$ cat config.mk
export PLATFORM = sky130hd
export DESIGN_NAME = obs_scheduler
export DESIGN_NICKNAME = d
export VERILOG_FILES = /design/src/rtl/obs_pkg.sv /design/src/rtl/obs_scheduler_lfsr10.sv /design/src/rtl/obs_scheduler.sv
export SDC_FILE = /design/constraint.sdc
export NUM_CORES = 1
export LEC_CHECK = 0
export BUFFER_PORTS_ARGS = -buffer_cell sky130_fd_sc_hd__buf_2
export CORE_ASPECT_RATIO = 1.2
export CORE_MARGIN = 4
export CORE_UTILIZATION = 40
export DETAILED_ROUTE_END_ITERATION = 10
export HOLD_SLACK_MARGIN = 0.15
export PLACE_DENSITY = 0.74
export SLEW_MARGIN = 5
export SYNTH_ARGS = -nofsm -noshare
export SYNTH_HDL_FRONTEND = slang
export SYNTH_SLANG_ARGS = --single-unit
$ cat constraint.sdc
create_clock -name clk -period 6.4 [get_ports clk]
set_input_delay 1.92 -clock clk [delete_from_list [all_inputs] [get_ports clk]]
set_output_delay 1.92 -clock clk [all_outputs]
set_load 0.01 [all_outputs]
$ cat src/rtl/obs_pkg.sv
// Shared constants and game-state encoding for the obstacle game.
// Used by the scheduler, the obstacle instances and the top level.
package obs_pkg;

  localparam int MAX_X        = 640;
  localparam int MAX_Y        = 480;
  localparam int FRAME_TICK_Y = 481;

  typedef enum logic [1:0] {
    ST_IDLE = 2'd0,
    ST_PLAY = 2'd1,
    ST_OVER = 2'd2
  } game_state_e;

  // Fold an LFSR sample into a left edge that keeps the whole obstacle on screen.
  function automatic logic [10:0] spawn_x1(input logic [9:0] l, input int obs_w);
    logic [10:0] lw;
    lw = {1'b0, l};
    if (lw < 11'(MAX_X - obs_w)) begin
      return lw;
    end else begin
      return lw - 11'd512;
    end
  endfunction

endpackage

$ cat src/rtl/obs_scheduler_lfsr10.sv
// 10-bit Fibonacci LFSR, polynomial x^10 + x^7 + 1, free-running every clock.
module lfsr10 (
  input  logic       clk,
  input  logic       reset,
  output logic [9:0] q
);

  logic [9:0] q_r;

  // Shift register with feedback from taps 10 and 7.
  always_ff @(posedge clk) begin
    if (!reset) begin
      q_r <= 10'h001;
    end else begin
      q_r <= {q_r[8:0], q_r[9] ^ q_r[6]};
    end
  end

  assign q = q_r;

endmodule

$ cat src/rtl/obs_scheduler.sv
// Obstacle spawn scheduler: game FSM, slot allocation, and score/lives tracking
// driven by per-slot hit/escape reports from the obstacle instances.
module obs_scheduler
  import obs_pkg::*;
#(
  parameter int NSLOT        = 4,
  parameter int SPAWN_FRAMES = 60,
  parameter int OBS_W        = 40,
  parameter int LIVES        = 3
) (
  input  logic                   clk,
  input  logic                   reset,
  input  logic                   start,
  input  logic [10:0]            pix_x,
  input  logic [10:0]            pix_y,
  input  logic [NSLOT-1:0]       obs_state,
  input  logic [NSLOT-1:0]       crossed,
  output logic [NSLOT-1:0]       slot_rst,
  output logic [NSLOT-1:0]       slot_active,
  output logic [11*NSLOT-1:0]    slot_x1,
  output logic [11*NSLOT-1:0]    slot_x2,
  output logic [7:0]             score,
  output logic [1:0]             lives,
  output logic                   game_over
);

  localparam int CW = $clog2(SPAWN_FRAMES + 1);

  game_state_e      state_r, state_nx_s;
  logic             game_over_r;
  logic [9:0]       lfsr_s;
  logic             frame_tick_s, play_s, enter_play_s, spawn_s;
  logic [CW-1:0]    cnt_r, cnt_inc_s;
  logic [NSLOT-1:0] active_r, free_s, spawn_sel_s, hit_s, esc_s;
  logic [7:0]       score_r, hit_cnt_s, esc_cnt_s;
  logic [8:0]       score_sum_s;
  logic [7:0]       score_nx_s;
  logic [1:0]       lives_r, lives_nx_s;
  logic [10:0]      x1_s, x2_s;

  lfsr10 u_lfsr (
    .clk   (clk),
    .reset (reset),
    .q     (lfsr_s)
  );

  assign frame_tick_s = (pix_y == 11'(FRAME_TICK_Y)) && (pix_x == 11'd0);
  assign play_s       = (state_r == ST_PLAY);
  assign free_s       = ~active_r;
  // Isolate the lowest clear bit of active_r: that is the lowest FREE slot.
  assign spawn_sel_s  = free_s & (active_r + {{(NSLOT-1){1'b0}}, 1'b1});
  assign cnt_inc_s    = (cnt_r == CW'(SPAWN_FRAMES)) ? cnt_r : cnt_r + CW'(1);
  assign spawn_s      = play_s && (state_nx_s == ST_PLAY) && frame_tick_s &&
                        (cnt_inc_s == CW'(SPAWN_FRAMES)) && (|free_s);
  assign x1_s         = spawn_x1(lfsr_s, OBS_W);
  assign x2_s         = x1_s + 11'(OBS_W - 1);

  // Count hits and escapes across all slots this cycle.
  always_comb begin
    hit_cnt_s = 8'd0;
    esc_cnt_s = 8'd0;
    for (int i = 0; i < NSLOT; i++) begin
      hit_cnt_s = hit_cnt_s + {7'd0, hit_s[i]};
      esc_cnt_s = esc_cnt_s + {7'd0, esc_s[i]};
    end
    score_sum_s = {1'b0, score_r} + {1'b0, hit_cnt_s};
    score_nx_s  = score_sum_s[8] ? 8'hFF : score_sum_s[7:0];
    if ({6'd0, lives_r} > esc_cnt_s) begin
      lives_nx_s = lives_r - esc_cnt_s[1:0];
    end else begin
      lives_nx_s = 2'd0;
    end
  end

  // Game FSM next-state logic.
  always_comb begin
    state_nx_s = state_r;
    case (state_r)
      ST_IDLE: state_nx_s = start ? ST_PLAY : ST_IDLE;
      ST_PLAY: state_nx_s = (lives_nx_s == 2'd0) ? ST_OVER : ST_PLAY;
      ST_OVER: state_nx_s = start ? ST_PLAY : ST_OVER;
      default: state_nx_s = ST_IDLE;
    endcase
  end

  assign enter_play_s = (state_r != ST_PLAY) && (state_nx_s == ST_PLAY);

  // Game FSM state register and registered game_over flag.
  always_ff @(posedge clk) begin
    if (!reset) begin
      state_r     <= ST_IDLE;
      game_over_r <= 1'b0;
    end else begin
      state_r     <= state_nx_s;
      game_over_r <= (state_nx_s == ST_OVER);
    end
  end

  // Slot occupancy, spawn counter, score and lives.
  always_ff @(posedge clk) begin
    if (!reset) begin
      active_r <= '0;
      cnt_r    <= '0;
      score_r  <= 8'd0;
      lives_r  <= 2'(LIVES);
    end else if (enter_play_s) begin
      active_r <= '0;
      cnt_r    <= '0;
      score_r  <= 8'd0;
      lives_r  <= 2'(LIVES);
    end else if (play_s) begin
      score_r <= score_nx_s;
      lives_r <= lives_nx_s;
      if (state_nx_s == ST_OVER) begin
        active_r <= '0;
      end else begin
        active_r <= (active_r & ~(hit_s | esc_s)) | (spawn_s ? spawn_sel_s : '0);
      end
      if (frame_tick_s) begin
        cnt_r <= spawn_s ? '0 : cnt_inc_s;
      end else begin
        cnt_r <= cnt_r;
      end
    end else begin
      active_r <= '0;
    end
  end

  for (genvar g = 0; g < NSLOT; g++) begin : g_slot
    logic [10:0] x1_r, x2_r;

    // A hit takes precedence over a crossing in the same cycle.
    assign hit_s[g] = play_s & active_r[g] & ~obs_state[g];
    assign esc_s[g] = play_s & active_r[g] & obs_state[g] & crossed[g];

    // Latch the obstacle edges on the spawning edge only.
    always_ff @(posedge clk) begin
      if (!reset) begin
        x1_r <= 11'd0;
        x2_r <= 11'd0;
      end else if (spawn_s && spawn_sel_s[g]) begin
        x1_r <= x1_s;
        x2_r <= x2_s;
      end else begin
        x1_r <= x1_r;
        x2_r <= x2_r;
      end
    end

    assign slot_x1[11*g +: 11] = x1_r;
    assign slot_x2[11*g +: 11] = x2_r;
  end

  assign slot_active = active_r;
  assign slot_rst    = ~active_r;
  assign score       = score_r;
  assign lives       = lives_r;
  assign game_over   = game_over_r;

endmodule
==> run metrics <==
gp weighted congestion 0.904; mapped cell area 5320 µm²; DR pass1 iterations 4; HP Start g_slot[2].x2_r[1]; crit path kind in -> reg; Worst-Margin Slew 1110 ps; antenna violations before repair 0; CORE AREA 12800 µm²; number of synthesized flops with an enable pin 0; Worst R2R Setup Slack 2110 ps; total CTS buffers 17; setup TNS 0 ps; worst hold path class reg -> reg; Final Power 1.74 mW; vias in the first global route 4479; CP Max Fanout 12; multiplexer area fraction after synthesis 16.7%; P per Cell Area 259 nW/µm²; clk slew on worst S/H paths 60 ps; number of DRC markers in iteration 0 267; final wirelength 13700 µm; setup repair after global routing missed its margin no; clock buffer depth 2; row cnt 45; final setup margin 1260 ps; setup violators final 0; GRT Residual Overflow 0; number of diodes 0; hold buffers post-CTS 0; cell type with the largest total area after synthesis dfxtp_1; clock period minus worst slack 5140 ps; hold endpoint g_slot[2].x2_r[1]; Ports 140; worst r2r src slot_active[0]; Slew headroom 26.1%; CTS tree done; mean post-synth cell area 9.59 µm²; share of the synthesized area in the top cell type 45.5%; cell with the most instances after synthesis nand2_1; port bufs 139; Max Fclk 0.194 GHz; Via density 5.19; Critical Path Sink Type flop; final worst path period share 80.3%; non-filler cells, final 869; area of the die 15200 µm²; main combinational cell family by area after synthesis simple AND/OR/NAND/NOR gates; routed vias 4508; Final Max Tran Viols 0; Max H-tree Level 4; Die X 113 µm; CTS sink count 121; reg2reg end g_slot[2].x2_r[0]; cells after synthesis 555; top post-synthesis cells by count nand2_1, dfxtp_1, mux2i_1, inv_1, a21oi_1; layout cells sized above 1 26.7%; first-pass GRT wire length 22300 µm; DRC 0; Synth Area in Simple Gates 20.3%; placed cell count 837; Yosys warnings 0; area growth from synthesis to layout 26.1%; worst reg2reg path depth 12; Final #Nets 739; Mapped Nets 602; Post-synth top flop dfxtp_1; Setup Buffers After CTS 0; wire per inst 15.7 µm; Filler cells 1179; final hold vios 0; dpl ws 852 ps; Req. time, crit path 6720 ps; Async SR Flop Fraction 0%; antenna-violating nets left 0; Worst-Skew Late Latency 410 ps; Core Util, Final 52.3%; hpwl dp 10100 µm; outcome finished clean; Compound-Gate Fraction of Synth Area 6.66%; post-synthesis sequential area ratio 45.5%; synthesized flop and latch total 121; clock root buffer clkbuf_16; Cell variety after synth 55; adder-cell share of the synthesized area 4.00%; Pleak 3.20 nW; Startpoint Class input pin; chip height 134 µm; Clock Skews 11.3 ps; dominant cells by area after synthesis dfxtp_1, mux2i_1, nand2_1; crit path DAT 5470 ps; starting density of the core 41.4%; total track usage 18.1%; max cap viols 0; maximum vdd drop 182 µV; Hold Path Cell Cnt 2; largest net degree at the start of global routing 116; Synth Area in XOR/XNOR 1.81%; # resized after CTS 0
[power breakdown]
part / leakage [nW] / switching, mW / internal (mW)
registers: 0.976 / 0.00373 / 0.756
logic: 1.94 / 0.0340 / 0.0181
clock network: 0.279 / 0.380 / 0.549
[flip-flops by register name (all words and copies together), names as in the netlist]
register,count
g_slot.x1_r,44
g_slot.x2_r,44
u_lfsr.q,10
score,8
cnt_r,6
slot_active,4
lives,2
state_r,2
game_over,1
[critical path, stage by stage]
cell       delay, ps
buf_2             90
nand2_1           50
nor3_1           290
fa_1             470
ha_1             210
ha_1             310
fa_1             490
o21a_1           220
nor4_4           190
o2111ai_1        150
buf_4            220
nor4b_4          570
mux2i_1          270
[layout make-up]
class	count	area (µm²)	share of cell area (%)
clock buffers	17	425	6.34
clock inverters	15	153	2.27
repair buffers	147	758	11.3
flip-flops and latches	121	2420	36.1
inverters	28	105	1.57
multi-input cells	377	2640	39.4
well taps	164	205	3.06
[cells in the final DEF (no fill, tap or decap), types with 3 or more instances in the layout]
cell type and instances:
nor2_1 9, nand4bb_1 3, inv_6 9, and3_1 3
nor4_1 5, mux2i_1 89, xnor2_1 9, dfxtp_1 121
nand2_1 129, nor4b_4 4, a31oi_1 3, o21a_1 4
nor3_1 14, buf_2 138, clkbuf_16 17, fa_1 5
or3_1 6, inv_1 27, nand3_1 10, a211oi_1 4
nor2b_1 3, a21oi_1 17, nand2b_1 6, o21ai_0 8
ha_1 9, and4_1 4, buf_4 9
[worst max path at each step]
stage	cells past startpoint	to	startpoint	slack, ps
6_report	13	g_slot[2].x2_r[0]	obs_state[0]	1260
3_3_place_gp	13	g_slot[3].x1_r[10]	obs_state[0]	980
2_1_floorplan	14	g_slot[0].x2_r[9]	crossed[0]	1230
5_1_grt	13	g_slot[3].x2_r[2]	obs_state[0]	1010
3_5_place_dp	13	g_slot[3].x2_r[2]	obs_state[0]	850
4_1_cts	13	g_slot[3].x2_r[2]	obs_state[0]	1270
[routing by layer]
| metal | vias up | global-route usage (%) | share of wire, % |
|---|---|---|---|
| met5 | - | 0 | 0 |
| met4 | 0 | 6.48 | 1.7 |
| met3 | 25 | 5.55 | 7.5 |
| met2 | 160 | 31.3 | 51 |
| met1 | 2135 | 21.1 | 40 |
| li1 | 2188 | - | - |
[stage by stage]
step	hold WS, ps	cell area, µm²
floorplan	456	5320
global placement	441	6130
detailed placement	447	6130
CTS	458	6710
global route	479	6710
finish	455	6710
[logic make-up after synthesis]
group,count (synthesis)
buffers and inverters,57
AOI/OAI and AO/OA,53
adders and majority gates,14
muxes,89
xor gates and xnor gates,11
DFF,121
and+or+nand+nor,210
(Power assumes the default switching activity.)
